**src/rtl/health_pkg.sv**
```systemverilog
// Shared types and default constants for the fighter health manager.
package health_pkg;

  typedef enum logic [1:0] {
    ALIVE  = 2'd0,
    INVULN = 2'd1,
    DEAD   = 2'd2
  } fighter_state_t;

  localparam int DEF_NUM_FIGHTERS  = 2;
  localparam int DEF_HEALTH_W      = 8;
  localparam int DEF_MAX_HEALTH    = 20;
  localparam int DEF_IFRAME_CYCLES = 32;

endpackage

```
**src/rtl/fighter_health.sv**
```systemverilog
// One fighter: hit edge detect, saturating damage, invulnerability window and
// ALIVE/INVULN/DEAD state machine.
module fighter_health
  import health_pkg::*;
#(
  parameter int HEALTH_W      = DEF_HEALTH_W,
  parameter int MAX_HEALTH    = DEF_MAX_HEALTH,
  parameter int IFRAME_CYCLES = DEF_IFRAME_CYCLES
) (
  input  logic                Clk,
  input  logic                Reset,
  input  logic                round_start_i,
  input  logic                hit_i,
  input  logic [HEALTH_W-1:0] damage_i,
  output logic [HEALTH_W-1:0] health_o,
  output logic                dead_o,
  output logic                invuln_o,
  output logic                hit_ack_o
);

  localparam int                CNT_W    = $clog2(IFRAME_CYCLES + 1);
  localparam logic [CNT_W-1:0]  CNT_LOAD = CNT_W'(IFRAME_CYCLES - 1);
  localparam logic [HEALTH_W-1:0] FULL   = HEALTH_W'(MAX_HEALTH);

  fighter_state_t      state_q, state_d;
  logic [HEALTH_W-1:0] health_q, health_d;
  logic [CNT_W-1:0]    cnt_q, cnt_d;
  logic                hit_prev_q;
  logic                hit_ack_q, hit_ack_d;
  logic                hit_edge;
  logic [HEALTH_W-1:0] health_sub;

  assign hit_edge   = hit_i & ~hit_prev_q;
  assign health_sub = (damage_i >= health_q) ? '0 : health_q - damage_i;

  // NOTE: every always_comb output is given a default first so no path leaves it unassigned (no latch).
  always_comb begin
    state_d   = state_q;
    health_d  = health_q;
    cnt_d     = cnt_q;
    hit_ack_d = 1'b0;
    if (round_start_i) begin
      state_d  = ALIVE;
      health_d = FULL;
      cnt_d    = '0;
    end else begin
      unique case (state_q)
        ALIVE: begin
          if (hit_edge) begin
            hit_ack_d = 1'b1;
            health_d  = health_sub;
            if (health_sub == '0) begin
              state_d = DEAD;
            end else begin
              state_d = INVULN;
              cnt_d   = CNT_LOAD;
            end
          end
        end
        // Counter holds the remaining INVULN cycles minus one.
        INVULN: begin
          if (cnt_q == '0) state_d = ALIVE;
          else             cnt_d   = cnt_q - CNT_W'(1);
        end
        DEAD:    state_d = DEAD;
        default: state_d = ALIVE;
      endcase
    end
  end

  // NOTE: state registers use non-blocking assignments so all flops update together on the edge.
  always_ff @(posedge Clk or posedge Reset) begin
    if (Reset) begin
      state_q    <= ALIVE;
      health_q   <= FULL;
      cnt_q      <= '0;
      hit_ack_q  <= 1'b0;
      // Ones here stop a Hit held through reset release from looking like an edge.
      hit_prev_q <= 1'b1;
    end else begin
      state_q    <= state_d;
      health_q   <= health_d;
      cnt_q      <= cnt_d;
      hit_ack_q  <= hit_ack_d;
      hit_prev_q <= hit_i;
    end
  end

  assign health_o  = health_q;
  assign dead_o    = (state_q == DEAD);
  assign invuln_o  = (state_q == INVULN);
  assign hit_ack_o = hit_ack_q;

endmodule

```
**src/rtl/health_manager.sv**
```systemverilog
// Array of independent fighter health channels plus round outcome decode
// (GameOver / Winner / Draw) taken straight from the registered states.
module health_manager
  import health_pkg::*;
#(
  parameter int NUM_FIGHTERS  = DEF_NUM_FIGHTERS,
  parameter int HEALTH_W      = DEF_HEALTH_W,
  parameter int MAX_HEALTH    = DEF_MAX_HEALTH,
  parameter int IFRAME_CYCLES = DEF_IFRAME_CYCLES
) (
  input  logic                                   Clk,
  input  logic                                   Reset,
  input  logic                                   RoundStart,
  input  logic [NUM_FIGHTERS-1:0]                Hit,
  input  logic [NUM_FIGHTERS-1:0][HEALTH_W-1:0]  Damage,
  output logic [NUM_FIGHTERS-1:0][HEALTH_W-1:0]  Health,
  output logic [NUM_FIGHTERS-1:0]                Death,
  output logic [NUM_FIGHTERS-1:0]                Invuln,
  output logic [NUM_FIGHTERS-1:0]                HitAck,
  output logic                                   GameOver,
  output logic [$clog2(NUM_FIGHTERS)-1:0]        Winner,
  output logic                                   Draw
);

  localparam int WIN_W = $clog2(NUM_FIGHTERS);
  localparam int CNT_W = $clog2(NUM_FIGHTERS + 1);

  if ((MAX_HEALTH >> HEALTH_W) != 0 || IFRAME_CYCLES < 1 || NUM_FIGHTERS < 2) begin : g_bad_params
    $error("health_manager: illegal parameter set");
  end

  for (genvar g = 0; g < NUM_FIGHTERS; g++) begin : g_fighter
    fighter_health #(
      .HEALTH_W      (HEALTH_W),
      .MAX_HEALTH    (MAX_HEALTH),
      .IFRAME_CYCLES (IFRAME_CYCLES)
    ) u_fighter (
      .Clk           (Clk),
      .Reset         (Reset),
      .round_start_i (RoundStart),
      .hit_i         (Hit[g]),
      .damage_i      (Damage[g]),
      .health_o      (Health[g]),
      .dead_o        (Death[g]),
      .invuln_o      (Invuln[g]),
      .hit_ack_o     (HitAck[g])
    );
  end

  logic [CNT_W-1:0] alive_cnt;
  logic [WIN_W-1:0] winner_idx;
  logic             found;

  always_comb begin
    alive_cnt  = '0;
    winner_idx = '0;
    found      = 1'b0;
    for (int i = 0; i < NUM_FIGHTERS; i++) begin
      if (!Death[i]) begin
        alive_cnt = alive_cnt + CNT_W'(1);
        if (!found) begin
          winner_idx = WIN_W'(i);
          found      = 1'b1;
        end
      end
    end
  end

  assign GameOver = (alive_cnt <= CNT_W'(1));
  assign Draw     = (alive_cnt == '0);
  assign Winner   = winner_idx;

endmodule

```
**config.mk**
```make
export PLATFORM = sky130hd
export DESIGN_NAME = health_manager
export DESIGN_NICKNAME = d
export VERILOG_FILES = /design/src/rtl/health_pkg.sv /design/src/rtl/fighter_health.sv /design/src/rtl/health_manager.sv
export SDC_FILE = /design/constraint.sdc
export NUM_CORES = 1
export LEC_CHECK = 0
export ABC_AREA = 1
export BUFFER_PORTS_ARGS = -buffer_cell sky130_fd_sc_hd__clkbuf_2
export CAP_MARGIN = 5
export CORE_MARGIN = 1
export CORE_UTILIZATION = 52
export DETAILED_ROUTE_END_ITERATION = 12
export GPL_ROUTABILITY_DRIVEN = 1
export PLACE_DENSITY = 0.77
export SYNTH_ARGS = -nofsm -noshare
export SYNTH_HDL_FRONTEND = slang
export SYNTH_SLANG_ARGS = --single-unit
```
**constraint.sdc**
```tcl
create_clock -name Clk -period 2 [get_ports Clk]
set_input_delay 0.2 -clock Clk [delete_from_list [all_inputs] [get_ports Clk]]
set_output_delay 0.2 -clock Clk [all_outputs]
set_load 0.01 [all_outputs]
```
# Word-level counts from Yosys, hierarchy flattened
# Index checks and enable logic that the tools add are counted.
[totals] ff_bits=36 latch_bits=0 mem_bits_rw=0 romBits=0 word_cells=91 memories=0
[classes] n_addsub=5 multipliers=0 div_mod_pow=0 magnitude_cmp=3 eq_ne=12 n_shift=0 mux=38 bitwise_logic=4 reduce_logical=19
[op_table] op="$mux 8" count=8
[op_table] op="$mux 6" count=8
[op_table] op="$pmux 6 s2" count=2
[op_table] op="$mux 2" count=9
[op_table] op="$ne 3x3->1 const B" count=6
[op_table] op="$ge 8x8->1" count=2
[op_table] op="$logic_not 8->1" count=2
[op_table] op="$sub 8x8->8" count=2
[op_table] op="$logic_not 6->1" count=2
[op_table] op="$pmux 2 s3" count=2
[op_table] op="$sub 6x1->6 const B" count=2
[op_table] op="$mux 1" count=9
[op_table] op="$reduce_and 2->1" count=4
[op_table] op="$reduce_and 4->1" count=2
[op_table] op="$reduce_bool 2->1" count=4
[op_table] op="$logic_not 2->1" count=3
[op_table] op="$ne 3x2->1 const B" count=2
[op_table] op="$reduce_bool 3->1" count=2
[op_table] op="$eq 2x1->1 const B" count=2
[op_table] op="$eq 2x2->1 const B" count=2
[op_table] op="$add 2x1->2 const B" count=1
[op_table] op="$and 1x1->1" count=2
[op_table] op="$le 2x1->1 const B" count=1
[op_table] op="$not 1->1" count=2

# Logic depth before layout (Yosys ltp)
[depth] word_depth=7 depth_mapped=17

# Modules after synthesis
# From an unflattened synthesis, not the netlist that was laid out.
[hier_totals] cells_unflattened=416 hier_area_um2=3022.9
[by_module_without_submodules] mod="fighter_health at g_fighter[1].u_fighter" instances=1 cells_per_inst=205 area_per_inst_um2=1505.2 seq_area_each_um2=454.2
[by_module_without_submodules] mod="fighter_health at g_fighter[0].u_fighter" instances=1 cells_per_inst=205 area_per_inst_um2=1495.2 seq_area_each_um2=454.2
[by_module_without_submodules] mod="health_manager" instances=1 cells_per_inst=6 area_per_inst_um2=22.5 seq_area_each_um2=0.0

# Worst setup path before layout
# No wires, ideal clock.
[synth_timing] path_kind="register to register" startpoint="register g_fighter[0].u_fighter.health_q[0]" endpoint="register g_fighter[0].u_fighter.cnt_q[0]" arrival_time_ps=2026 slack_ps=-143 path_stages_with_launch=16 synth_period_minus_slack_ps=2143 cell_sequence="dfrtp_1 inv_1 ha_1 inv_2 fa_1 nand3_1 nand2_1 nand2_1 nand2_1 nand2_4 or2_1 nand2_1 nor2_2 nand3_4 nand3b_1 nand2_1"
[synth_between] elab_chain_cells=5 word_cells_on_any_way=6 cone_classes="add/sub: 1; order compare: 1; eq/ne: 1; mux: 1; reduce/logical: 2"
[synth_lines] element="from (decl)" line_no="fighter_health.sv:26" text="logic [HEALTH_W-1:0] health_q, health_d;"
[synth_lines] element="from (signal assigned)" line_no="fighter_health.sv:82" text="health_q <= health_d;"
[synth_lines] element="$sub 8x8->8 / $ge 8x8->1 (equally long branches)" line_no="fighter_health.sv:34" text="assign health_sub = (damage_i >= health_q) ? '0 : health_q - damage_i;"
[synth_lines] element="$mux 8 (*)" line_no="fighter_health.sv:34"
[synth_lines] element="$logic_not 8->1 (*)" line_no="fighter_health.sv:52" text="if (health_sub == '0) begin"
[synth_lines] element="$ne 3x3->1 (no line) (*)"
[synth_lines] element="$reduce_and 4->1 (no line) (*)"
[synth_lines] element="to (signal assigned)" line_no="fighter_health.sv:83" text="cnt_q <= cnt_d;"
[synth_lines] element="to (decl)" line_no="fighter_health.sv:27" text="logic [CNT_W-1:0] cnt_q, cnt_d;"
# Every way passes the cells marked *; elsewhere a longest branch is shown, timed or not.
# A chain may end at the register's enable or synchronous reset.

# Final worst setup path
[layout_timing] startpoint="register g_fighter[1].u_fighter.health_q[0]" endpoint="register g_fighter[1].u_fighter.cnt_q[5]"
[layout_between] elab_chain_cells=5 word_cells_on_any_way=6 cone_classes="add/sub: 1; order compare: 1; eq/ne: 1; mux: 1; reduce/logical: 2"
[layout_lines] element="from (decl)" line_no="fighter_health.sv:26"
[layout_lines] element="from (signal assigned)" line_no="fighter_health.sv:82"
[layout_lines] element="$sub 8x8->8 / $ge 8x8->1 (equally long branches)" line_no="fighter_health.sv:34"
[layout_lines] element="$mux 8 (*)" line_no="fighter_health.sv:34"
[layout_lines] element="$logic_not 8->1 (*)" line_no="fighter_health.sv:52"
[layout_lines] element="$ne 3x3->1 (no line) (*)"
[layout_lines] element="$reduce_and 4->1 (no line) (*)"
[layout_lines] element="to (signal assigned)" line_no="fighter_health.sv:83"
[layout_lines] element="to (decl)" line_no="fighter_health.sv:27"
# Marked as above.

==> results by group <==
Routing
  – Vias per inst: around 5
  – First-pass iteration count of the detailed router: 4
  – Initial drt markers: between 150 and 200
  – DRC viols: 0
  – Detail Route Antenna Nets: 0
  – Final WL: 7800 um
  – Via Count: approximately 3,000
  – Drt wl/cell: 12.94 um

Place
  – Count of input and output buffers: 45
  – Final Wtd Congestion: 0.8755
  – Dpl cells: between 500 and 600
  – Post-DP HPWL: 5539 um

Floorplan
  – Row count: 27
  – Die area: 5971 um2
  – IO Pins: 46
  – Die Ht: just under 80 um
  – Starting Density: 53.84%
  – Chip Width: 77.28 um
  – Core Box Area: 5473 um2

Final layout
  – Area Overhead vs Synth: 34.78%
  – N_diodes: 0
  – Final cell count without fillers: ~600
  – Final core utilization: 72.57%
  – Nets: 573
  – Layout cells sized above 1: 36.91%

Worst setup path
  – Reg2Reg Setup Slack: -240 ps
  – CP Data Required Time: 2190 ps
  – Critical path origin: g_fighter[1].u_fighter.health_o[0]
  – Critical Path AT: roughly 2400 ps
  – Worst r2r dst: g_fighter[1].u_fighter.cnt_q[5]
  – WS Path Type: flip-flop to flip-flop
  – Path depth of the worst reg2reg path: 15
  – Worst setup EP type: flip-flop
  – Worst Path Max Fanout: 8
  – R2R Path Start: g_fighter[1].u_fighter.health_o[0]
  – Startpoint Class: flip-flop

Synth
  – Syn Nets: 463
  – Xor and xnor area share after synthesis: 2.378%
  – Mux share of post-synthesis cell area: 0%
  – Ys Warns: 0
  – Post-Syn Instances: 420
  – Most common cell in the netlist: nand2_1
  – Avg Inst Size Synth: 7.016 um2
  – Dominant cell type by area after synthesis: dfrtp_1
  – Area share of the largest cell type after synthesis: 25.48%
  – Most used flip-flop cell after synthesis: dfrtp_1
  – Commonest cells in the synthesized netlist: nand2_1, inv_1, nor2_1
  – Post-synth cell types: 41
  – Adder and majority cell fraction of the synthesized area: 9.851%
  – Main combinational cell family by area after synthesis: simple AND/OR/NAND/NOR gates
  – Synth area leaders: dfrtp_1, nand2_1, inv_1
  – Mapped Area: 2947 um2
  – Synth Register Bits: 36
  – Simple-gate portion of the synthesized area: 35.54%
  – Number of synthesized flops with an enable pin: 0
  – Seq/Total Area, Yosys: 30.83%
  – Post-synthesis compound-gate area fraction: approximately 8.8%
  – Ys async rst share: between 90% and 100%

Clock tree
  – H-tree levels: 2
  – Root Driver: clkbuf_8
  – CTS sink cnt: 36
  – Cts bufs inserted: 5
  – Worst-Skew Late Latency: 290 ps
  – TritonCTS clock tree: built
  – Clk slew on worst S/H paths: 70 ps
  – Clock Tree Buf Depth: 2

Outcome
  – Status: complete, but fails checks
  – Violated checks: hold timing, setup timing

Global routing
  – Vias in the first global route: 2,929
  – Initial antenna violation count: 0
  – All-layer global routing usage: 26.97%
  – First-pass GRT wire length: 12,790 um
  – Largest net degree at the start of global routing: 37
  – Grt ovf: 0

Timing
  – Fin. Hold Viols: 6
  – RSZ-0062 raised after global routing: true
  – Slew Limit Fails: 0
  – Final period utilization: 112.0%
  – Worst Max-Slew Pin Slew: 490.0 ps
  – Fin Clk Skew: 4.820 ps
  – Final setup fails: 16
  – Fmax: 0.4463 GHz
  – Minimum clock period: 2241 ps
  – Relative slew slack: 67.21%
  – WHS: -6.719 ps
  – Setup TNS: -2652 ps
  – Post-route setup slack: -240.5 ps

Run
  – Max Cap Viol: 0

Worst hold path
  – Worst hold path type: input pin to asynchronous set/reset pin

Power and ir drop
  – Pwr Density: 712.5 nW/um2
  – Max VDD drop: 636.3 uV
  – Leak pwr: 0.002198 uW
-- report_power, final --
group          leakage (uW)  internal (uW)  total (uW)  switching (uW)
logic               0.00169            535        1320             787
registers          0.000461            868         997             129
clock network     0.0000422            245         510             266
total               0.00220           1650        2830            1180
-- repair_timing --
item / 4_1_cts / 5_1_grt
hold buffers: 1 / 1
setup endpoints to repair: 16 / 23
buffers inserted: 9 / 3
resized for setup: 13 / 21
hold endpoints to repair: 1 / 1
pin swaps: 10 / 5
-- area by class of cell --
cell class / instances / area, um2
Sequential cell: 36 / 908.4
Timing Repair Buffer: 111 / 729.5
Tap cell: 72 / 90.09
Multi-Input combinational cell: 294 / 1849
Fill cell: 428 / 1501
Clock buffer: 7 / 76.32
Clock inverter: 1 / 5.005
Inverter: 82 / 312.8
-- metal layers --
layer,GRT usage (%),up-vias,share of wire [%]
met5,0,-,0
met3,5.000,24,3.8
met4,10.57,0,2.9
met1,33.01,1418,44
met2,46.55,71,49
li1,-,1545,-
-- through the flow --
step	setup WS (ps)	total power [uW]	area, um2
2_1_floorplan	-70.64	1845	2987
3_3_place_gp	-158.8	2159	3647
3_5_place_dp	-199.1	2203	3647
4_1_cts	-152.7	2754	3857
5_1_grt	-354.5	3051	3971
6_report	-240.5	2830	3971
-- state kept, by name, summed over array words and instances (netlist names) --
signal and count:
g_fighter.u_fighter.hit_ack_o 2, g_fighter.u_fighter.cnt_q 12, g_fighter.u_fighter.hit_prev_q 2, g_fighter.u_fighter.health_o 16, g_fighter.u_fighter.state_q 4
-- critical path, cell delays in order, from the launching register on --
cell	delay, ps
dfrtp_1	400
inv_2	90
ha_4	130
inv_2	40
fa_2	350
nand2_2	100
buf_4	110
buf_4	100
buf_4	100
nand2_1	80
a21oi_2	170
nor2_2	80
nand3_4	120
nand3_4	130
nand2_1	80
nand2_1	50
-- worst max-delay path by stage --
stage | cells after the start | endpoint | slack (ps)
6_report | 15 | g_fighter[1].u_fighter.cnt_q[5] | -240
5_1_grt | 17 | g_fighter[1].u_fighter.cnt_q[5] | -350
4_1_cts | 16 | g_fighter[0].u_fighter.cnt_q[4] | -150
3_5_place_dp | 17 | g_fighter[0].u_fighter.cnt_q[4] | -200
3_3_place_gp | 17 | g_fighter[0].u_fighter.cnt_q[1] | -160
2_1_floorplan | 16 | g_fighter[0].u_fighter.cnt_q[0] | -70
-- cell families (layout without fill, tap and decap cells) --
kind of cell | count (synthesis) | count (layout)
AO/OA/AOI/OAI | 45 | 45
buffers and inverters | 90 | 201
flip-flops | 36 | 36
adder cells (fa/ha/maj) | 22 | 22
XOR/XNOR | 8 | 8
AND/OR/NAND/NOR | 219 | 219
-- layout by cell type, fill, tap and decap left out, types with 2 or more instances in the layout --
master,count
a21oi_1,17
a21oi_2,2
a31oi_1,2
buf_4,63
clkbuf_1,2
clkbuf_2,45
clkbuf_8,5
dfrtp_1,30
dfstp_2,6
dlygate4sd3_1,2
fa_2,2
ha_1,16
ha_4,3
inv_1,66
inv_2,13
inv_4,2
nand2_1,99
nand2_2,20
nand2_4,4
nand3_1,16
nand3_2,6
nand3_4,4
nand3b_1,5
nand4_1,11
nor2_1,39
nor2_2,2
nor2_4,6
o21ai_0,6
o21ai_1,6
o21ai_2,2
o31ai_1,3
o31ai_2,2
xnor2_1,3
xor2_1,4
Note: power is estimated with default switching activity, not from simulation.
